`config.mk`:
```
export PLATFORM = sky130hd
export DESIGN_NAME = card_datapath_flat
export DESIGN_NICKNAME = d
export VERILOG_FILES = /design/src/rtl/card_datapath_if.sv /design/src/rtl/card_datapath.sv /design/src/flat_wrapper.sv
export SDC_FILE = /design/constraint.sdc
export NUM_CORES = 1
export LEC_CHECK = 0
export CORE_MARGIN = 4
export CORE_UTILIZATION = 35
export DETAILED_ROUTE_END_ITERATION = 10
export GPL_TIMING_DRIVEN = 0
export PLACE_DENSITY = 0.56
export REMOVE_ABC_BUFFERS = 1
export SETUP_SLACK_MARGIN = 0.02
export SLEW_MARGIN = 15
export SYNTH_ARGS = -nofsm -noshare
export SYNTH_HDL_FRONTEND = slang
export SYNTH_SLANG_ARGS = --single-unit
```
`constraint.sdc`:
```
create_clock -name slow_clock -period 5.05 [get_ports slow_clock]
set_input_delay 0.7575 -clock slow_clock [delete_from_list [all_inputs] [get_ports slow_clock]]
set_output_delay 0.7575 -clock slow_clock [all_outputs]
set_load 0.02 [all_outputs]
```
`src/rtl/card_datapath_if.sv`:
```
// Signal bundle between the baccarat dealing state machine (master) and the card datapath (slave).
interface card_datapath_if;
  logic       load_pcard1;
  logic       load_pcard2;
  logic       load_pcard3;
  logic       load_dcard1;
  logic       load_dcard2;
  logic       load_dcard3;
  logic       dbg_card_en;
  logic [3:0] dbg_card;
  logic [3:0] pcard3;
  logic [3:0] pscore;
  logic [3:0] dscore;
  logic [2:0] cards_dealt;
  logic       load_error;
  logic [6:0] HEX5;
  logic [6:0] HEX4;
  logic [6:0] HEX3;
  logic [6:0] HEX2;
  logic [6:0] HEX1;
  logic [6:0] HEX0;

  modport master (
    output load_pcard1, load_pcard2, load_pcard3,
    output load_dcard1, load_dcard2, load_dcard3,
    output dbg_card_en, dbg_card,
    input  pcard3, pscore, dscore, cards_dealt, load_error,
    input  HEX5, HEX4, HEX3, HEX2, HEX1, HEX0
  );

  modport slave (
    input  load_pcard1, load_pcard2, load_pcard3,
    input  load_dcard1, load_dcard2, load_dcard3,
    input  dbg_card_en, dbg_card,
    output pcard3, pscore, dscore, cards_dealt, load_error,
    output HEX5, HEX4, HEX3, HEX2, HEX1, HEX0
  );
endinterface

```
`src/rtl/card_datapath.sv`:
```
// Baccarat card datapath: dealer counter, six card slots, hand scores, fill count,
// illegal-load detection and 7-segment card displays.
module card_datapath #(
  parameter int unsigned DEAL_START     = 1,
  parameter bit          HEX_ACTIVE_LOW = 1'b1
) (
  input logic            slow_clock,
  input logic            reset,
  card_datapath_if.slave bus
);
  localparam logic [3:0] CTR_INIT = 4'(DEAL_START);

  logic [3:0]      deal_ctr;
  logic [5:0][3:0] slot;        // [0..2] player cards 1..3, [3..5] dealer cards 1..3
  logic [5:0]      load;
  logic [5:0]      filled;
  logic [5:0]      load_new;
  logic [3:0]      dealt;
  logic [2:0]      cards_dealt;
  logic            load_error;
  logic [2:0]      n_load;
  logic [2:0]      n_new;
  logic [3:0]      next_count;
  logic            multi_load;
  logic            overwrite;
  logic            early_third;

  function automatic logic [3:0] legal_card(input logic [3:0] c);
    return (c == 4'd0 || c > 4'd13) ? 4'd13 : c;
  endfunction

  function automatic logic [4:0] card_value(input logic [3:0] c);
    return (c >= 4'd1 && c <= 4'd9) ? {1'b0, c} : 5'd0;
  endfunction

  // Sum of three values is at most 27, so two conditional subtractions give mod 10.
  function automatic logic [3:0] hand_score(input logic [3:0] c1, input logic [3:0] c2,
                                            input logic [3:0] c3);
    logic [4:0] s;
    s = card_value(c1) + card_value(c2) + card_value(c3);
    if (s >= 5'd20)      s = s - 5'd20;
    else if (s >= 5'd10) s = s - 5'd10;
    return s[3:0];
  endfunction

  function automatic logic [2:0] popcount6(input logic [5:0] v);
    logic [2:0] n;
    n = '0;
    for (int i = 0; i < 6; i++) n = n + {2'b00, v[i]};
    return n;
  endfunction

  function automatic logic [6:0] seg7(input logic [3:0] c);
    logic [6:0] s;
    case (c)
      4'd1:    s = 7'h77;
      4'd2:    s = 7'h5B;
      4'd3:    s = 7'h4F;
      4'd4:    s = 7'h66;
      4'd5:    s = 7'h6D;
      4'd6:    s = 7'h7D;
      4'd7:    s = 7'h07;
      4'd8:    s = 7'h7F;
      4'd9:    s = 7'h6F;
      4'd10:   s = 7'h3F;
      4'd11:   s = 7'h1E;
      4'd12:   s = 7'h67;
      4'd13:   s = 7'h76;
      default: s = 7'h00;
    endcase
    return HEX_ACTIVE_LOW ? ~s : s;
  endfunction

  assign load = {bus.load_dcard3, bus.load_dcard2, bus.load_dcard1,
                 bus.load_pcard3, bus.load_pcard2, bus.load_pcard1};

  always_comb begin
    filled = '0;
    for (int i = 0; i < 6; i++) filled[i] = (slot[i] != 4'd0);
  end

  assign dealt       = bus.dbg_card_en ? legal_card(bus.dbg_card) : deal_ctr;
  assign load_new    = load & ~filled;
  assign n_load      = popcount6(load);
  assign n_new       = popcount6(load_new);
  assign next_count  = {1'b0, cards_dealt} + {1'b0, n_new};
  assign multi_load  = (n_load > 3'd1);
  assign overwrite   = |(load & filled);
  assign early_third = (load[2] & ~(filled[0] & filled[1])) |
                       (load[5] & ~(filled[3] & filled[4]));

  always_ff @(posedge slow_clock or posedge reset) begin
    if (reset) begin
      deal_ctr    <= CTR_INIT;
      slot        <= '0;
      cards_dealt <= '0;
      load_error  <= 1'b0;
    end else begin
      deal_ctr <= (deal_ctr >= 4'd13) ? 4'd1 : deal_ctr + 4'd1;
      for (int i = 0; i < 6; i++) begin
        if (load[i]) slot[i] <= dealt;
      end
      cards_dealt <= (next_count > 4'd6) ? 3'd6 : next_count[2:0];
      if (multi_load | overwrite | early_third) load_error <= 1'b1;
    end
  end

  assign bus.pcard3      = slot[2];
  assign bus.pscore      = hand_score(slot[0], slot[1], slot[2]);
  assign bus.dscore      = hand_score(slot[3], slot[4], slot[5]);
  assign bus.cards_dealt = cards_dealt;
  assign bus.load_error  = load_error;
  assign bus.HEX5        = seg7(slot[0]);
  assign bus.HEX4        = seg7(slot[1]);
  assign bus.HEX3        = seg7(slot[2]);
  assign bus.HEX2        = seg7(slot[3]);
  assign bus.HEX1        = seg7(slot[4]);
  assign bus.HEX0        = seg7(slot[5]);
endmodule

```
`src/flat_wrapper.sv`:
```
// flat-port wrapper written by rule: the top's interface ports become plain ports
module card_datapath_flat 
#(
  parameter int unsigned DEAL_START     = 1,
  parameter bit          HEX_ACTIVE_LOW = 1'b1
)
  (slow_clock, reset, bus_load_pcard1, bus_load_pcard2, bus_load_pcard3, bus_load_dcard1, bus_load_dcard2, bus_load_dcard3, bus_dbg_card_en, bus_dbg_card, bus_pcard3, bus_pscore, bus_dscore, bus_cards_dealt, bus_load_error, bus_HEX5, bus_HEX4, bus_HEX3, bus_HEX2, bus_HEX1, bus_HEX0);
  card_datapath_if bus_i ();
  input logic slow_clock;
  input logic reset;
  input wire logic [$bits(bus_i.load_pcard1)-1:0] bus_load_pcard1;
  input wire logic [$bits(bus_i.load_pcard2)-1:0] bus_load_pcard2;
  input wire logic [$bits(bus_i.load_pcard3)-1:0] bus_load_pcard3;
  input wire logic [$bits(bus_i.load_dcard1)-1:0] bus_load_dcard1;
  input wire logic [$bits(bus_i.load_dcard2)-1:0] bus_load_dcard2;
  input wire logic [$bits(bus_i.load_dcard3)-1:0] bus_load_dcard3;
  input wire logic [$bits(bus_i.dbg_card_en)-1:0] bus_dbg_card_en;
  input wire logic [$bits(bus_i.dbg_card)-1:0] bus_dbg_card;
  output wire logic [$bits(bus_i.pcard3)-1:0] bus_pcard3;
  output wire logic [$bits(bus_i.pscore)-1:0] bus_pscore;
  output wire logic [$bits(bus_i.dscore)-1:0] bus_dscore;
  output wire logic [$bits(bus_i.cards_dealt)-1:0] bus_cards_dealt;
  output wire logic [$bits(bus_i.load_error)-1:0] bus_load_error;
  output wire logic [$bits(bus_i.HEX5)-1:0] bus_HEX5;
  output wire logic [$bits(bus_i.HEX4)-1:0] bus_HEX4;
  output wire logic [$bits(bus_i.HEX3)-1:0] bus_HEX3;
  output wire logic [$bits(bus_i.HEX2)-1:0] bus_HEX2;
  output wire logic [$bits(bus_i.HEX1)-1:0] bus_HEX1;
  output wire logic [$bits(bus_i.HEX0)-1:0] bus_HEX0;
  assign bus_i.load_pcard1 = bus_load_pcard1;
  assign bus_i.load_pcard2 = bus_load_pcard2;
  assign bus_i.load_pcard3 = bus_load_pcard3;
  assign bus_i.load_dcard1 = bus_load_dcard1;
  assign bus_i.load_dcard2 = bus_load_dcard2;
  assign bus_i.load_dcard3 = bus_load_dcard3;
  assign bus_i.dbg_card_en = bus_dbg_card_en;
  assign bus_i.dbg_card = bus_dbg_card;
  assign bus_pcard3 = bus_i.pcard3;
  assign bus_pscore = bus_i.pscore;
  assign bus_dscore = bus_i.dscore;
  assign bus_cards_dealt = bus_i.cards_dealt;
  assign bus_load_error = bus_i.load_error;
  assign bus_HEX5 = bus_i.HEX5;
  assign bus_HEX4 = bus_i.HEX4;
  assign bus_HEX3 = bus_i.HEX3;
  assign bus_HEX2 = bus_i.HEX2;
  assign bus_HEX1 = bus_i.HEX1;
  assign bus_HEX0 = bus_i.HEX0;
  card_datapath #(.DEAL_START(DEAL_START), .HEX_ACTIVE_LOW(HEX_ACTIVE_LOW)) u_core (.slow_clock(slow_clock), .reset(reset), .bus(bus_i));
endmodule
```
==> flow_summary.json <==
{
  "status": "finished clean",
  "viasPerCell": 5.03,
  "grt_use_total_pct": 14.8,
  "drive_above_1_share_pct": 13.2,
  "dieArea_sq_mm": 0.0130,
  "finalClockSkew_ns": 0.00321,
  "path_cells": "inv_2 -> ha_2 -> nor2_1 -> o21a_1 -> a31oi_1 -> nand2_1 -> fa_1 -> inv_1 -> ha_1 -> fa_1 -> xnor2_2 -> inv_1 -> ha_1 -> nand3b_1 -> mux2i_1 -> a211o_1 -> dlygate4sd2_1",
  "antenna_cells": 0,
  "cts.clk_slew.worst_paths_ns": 0.05,
  "antenna_left": 0,
  "synthFlopType": "dfrtp_1",
  "ys_seq_area_share_pct": 20.4,
  "ir_worst_vdd_v": 0.000266,
  "n_fill_cell": 1106,
  "fmax_mhz": 206,
  "hp-class": "reg -> reg",
  "ys_types": 46,
  "crit_buf_inv": 4,
  "place_inst": 678,
  "fin_ws_ns": 0.192,
  "power.leakage_nw": 2.29,
  "rsz0062_at_grt": "true",
  "post-place-ws_ns": -0.168,
  "endpoint_kind": "output pin",
  "synth_area_leaders": "dfrtp_1, ha_1, fa_1",
  "clk_latency_ns": 0.27,
  "dpl.hpwl_microns": 7410,
  "io_buffers": 70,
  "wl_per_cell_microns": 13.9,
  "synth_edf_count": 0,
  "cts_sinks": 32,
  "syn_avg_cell_area_sq_um": 8.00,
  "crit_slowest_cell": "fa_1",
  "crit_path_start_kind": "register",
  "cts_inserted_buffers": 5,
  "grt_max_degree": 33,
  "syn_area_sq_mm": 0.00393,
  "overflow": 0,
  "ctsLongestPathBuffers": 2,
  "antenna_found_initial": 0,
  "synth-seq-cells": 32,
  "initial_core_util_pct": 36.0,
  "cp_max_fo": 6,
  "row_count": 38,
  "grt_pass1_vias": 3452,
  "hold_viol": 0,
  "finalNonFillerCells": 699,
  "syn_to_final_growth_pct": 26.8,
  "cp_top_family": "adder cells",
  "wl_microns": 9700,
  "power_mw": 1.73,
  "maxSlewViolCount": 0,
  "grt_first_pass_wirelength_microns": 16200,
  "ios": 71,
  "coreArea_sq_mm": 0.0109,
  "fin_nets": 644,
  "crit_type": "reg -> out",
  "synthCells": 492,
  "tightest_slew_ns": 1.10,
  "crit_required_ns": 4.29,
  "dieWidth_microns": 114,
  "finalSetupViolCount": 0,
  "root_buffer": "clkbuf_16",
  "htreeDepth": 2,
  "place_congestion": 0.830,
  "cap_violations": 0,
  "fp.dieH_microns": 114,
  "yosysTopAreaCell": "dfrtp_1",
  "ys_async_sr_fraction_pct": 100,
  "critPathArrivalTime_ns": 4.10,
  "power.density_mw_per_mm2": 348,
  "synth_top_area_share_pct": 19.7,
  "slew_headroom_pct": 26.0,
  "drt-initial-drc-count": 198,
  "fin_crit_ns": 4.86,
  "cts_tree": "built",
  "first_pass_iters": 4,
  "via_count": 3515,
  "yosysWarnings": 0,
  "critPathMaxStageDelay_ns": 0.54,
  "period_share_pct": 96.2,
  "drc": 0
}
==> kinds of logic after synthesis <==
logic type                 Yosys count  share of synthesized area (%)
DFF                                 32                           20.4
muxes                               23                           7.16
AOI/OAI and AO/OA                  124                           18.9
and+or+nand+nor                    154                           17.5
buffers and inverters               80                           8.05
xor gates and xnor gates             6                           1.72
adders and majority gates           73                           26.3
==> stage by stage <==
step / setup TNS, ns / instance area, sq um / util (%) / hold WS, ns
6_report: 0 / 4990 / 45.6 / 0.472
5_1_grt: -0.0786 / 4990 / 45.6 / 0.483
4_1_cts: -0.0688 / 4870 / 44.5 / 0.476
3_5_place_dp: -0.607 / 4700 / 43.0 / 0.464
3_3_place_gp: -0.247 / 4700 / 43.0 / 0.462
2_1_floorplan: 0 / 3830 / - / 0.448
==> worst paths after layout <==
check | start | endpoint | slack, ns | depth (start not counted)
worst max register to register | u_core.slot[4] | u_core.bus.cards_dealt[2] | 1.08 | 14
worst max-delay path | u_core.bus.pcard3[1] | bus_pscore[3] | 0.19 | 17
max in group asynchronous | reset | u_core.bus.pcard3[0] | 3.66 | 2
worst min register to register | u_core.deal_ctr[0] | u_core.deal_ctr[0] | 0.47 | 1
min in group asynchronous | reset | u_core.bus.cards_dealt[0] | 0.90 | 2
worst min-delay path | u_core.deal_ctr[0] | u_core.deal_ctr[0] | 0.47 | 1
==> layer usage <==
layer	vias up	GRT usage (%)	share of wire, %
met4	0	4.04	1.4
met3	9	2.23	3.7
li1	1808	-	-
met5	-	0	0
met1	1625	20.2	47
met2	73	24.7	48
==> flip-flops by register name (all words and copies together) (netlist names) <==
signal and flops:
u_core.bus.cards_dealt 3, u_core.deal_ctr 4, u_core.slot 20, u_core.bus.load_error 1, u_core.bus.pcard3 4
==> cell type report <==
type | count | area [sq um] | area share [%]
Multi-Input combinational cell | 380 | 2860 | 57.3
Sequential cell | 32 | 813 | 16.3
Timing Repair Buffer | 83 | 778 | 15.6
Inverter | 56 | 215 | 4.32
Tap cell | 140 | 175 | 3.51
Clock buffer | 8 | 146 | 2.94
==> layout by cell type (no fill, tap or decap), types with 3 or more instances in the layout <==
cell / instances
buf_4: 14
nand2_1: 36
a21o_1: 4
nor2b_1: 6
nand2b_1: 3
nand3b_1: 3
a31oi_1: 5
o21a_1: 4
o31ai_1: 6
ha_2: 3
dfrtp_1: 22
a21oi_1: 39
clkbuf_16: 5
o22ai_1: 7
mux2i_1: 6
o21ai_0: 33
and2_1: 6
fa_1: 15
mux2_2: 13
inv_1: 45
dfrtp_2: 9
nor2_1: 69
xnor2_2: 4
clkdlybuf4s50_1: 64
nor3_1: 6
inv_2: 9
nand3_1: 12
o211ai_1: 3
a211oi_1: 9
and3_1: 8
ha_1: 53
==> synth_stat cells (2+ instances only) <==
| cell type | instances |
|---|---|
| ha_1 | 57 |
| o21ai_0 | 35 |
| buf_4 | 4 |
| a211oi_1 | 9 |
| a211o_1 | 2 |
| a21oi_1 | 39 |
| o31ai_1 | 6 |
| xnor2_1 | 4 |
| o21a_1 | 4 |
| a21oi_2 | 2 |
| inv_1 | 56 |
| nand3b_1 | 3 |
| nor3_1 | 6 |
| nor2b_1 | 6 |
| mux2i_1 | 6 |
| o22ai_1 | 7 |
| xnor2_2 | 2 |
| clkbuf_1 | 18 |
| nand2b_1 | 3 |
| o211ai_1 | 3 |
| nor3b_1 | 2 |
| nor2_1 | 69 |
| nand3_1 | 12 |
| mux2_2 | 13 |
| nand2_1 | 36 |
| a31oi_1 | 6 |
| a21o_1 | 4 |
| and3_1 | 8 |
| mux2_4 | 2 |
| fa_1 | 16 |
| mux4_2 | 2 |
| dfrtp_1 | 31 |
| and2_1 | 6 |
==> power by group <==
group	internal [mW]	leakage, nW	total, mW	switching (mW)
clock	0.196	0.0712	0.296	0.0998
sequential	0.289	0.362	0.355	0.0659
combinational	0.500	1.86	1.08	0.584
total	0.985	2.29	1.73	0.750
==> worst reg2reg max path, stage by stage (launching register included) <==
cell and delay [ns]:
dfrtp_1 0.47, inv_1 0.16, ha_1 0.27, and3_1 0.19, ha_1 0.29, fa_1 0.50, inv_1 0.05, fa_1 0.42
fa_1 0.54, inv_1 0.06, ha_1 0.26, a21o_1 0.20, nor2_1 0.09, mux2i_1 0.07, or2_2 0.27
==> repair_timing <==
action                                  4_1_cts  5_1_grt
endpoints found under the setup margin        6        6
setup buffers                                 0       13
pin swaps                                     0        2
hold buffers                                  0        0
gates resized for setup                      23       28
Power figures use the tool's default switching activity.
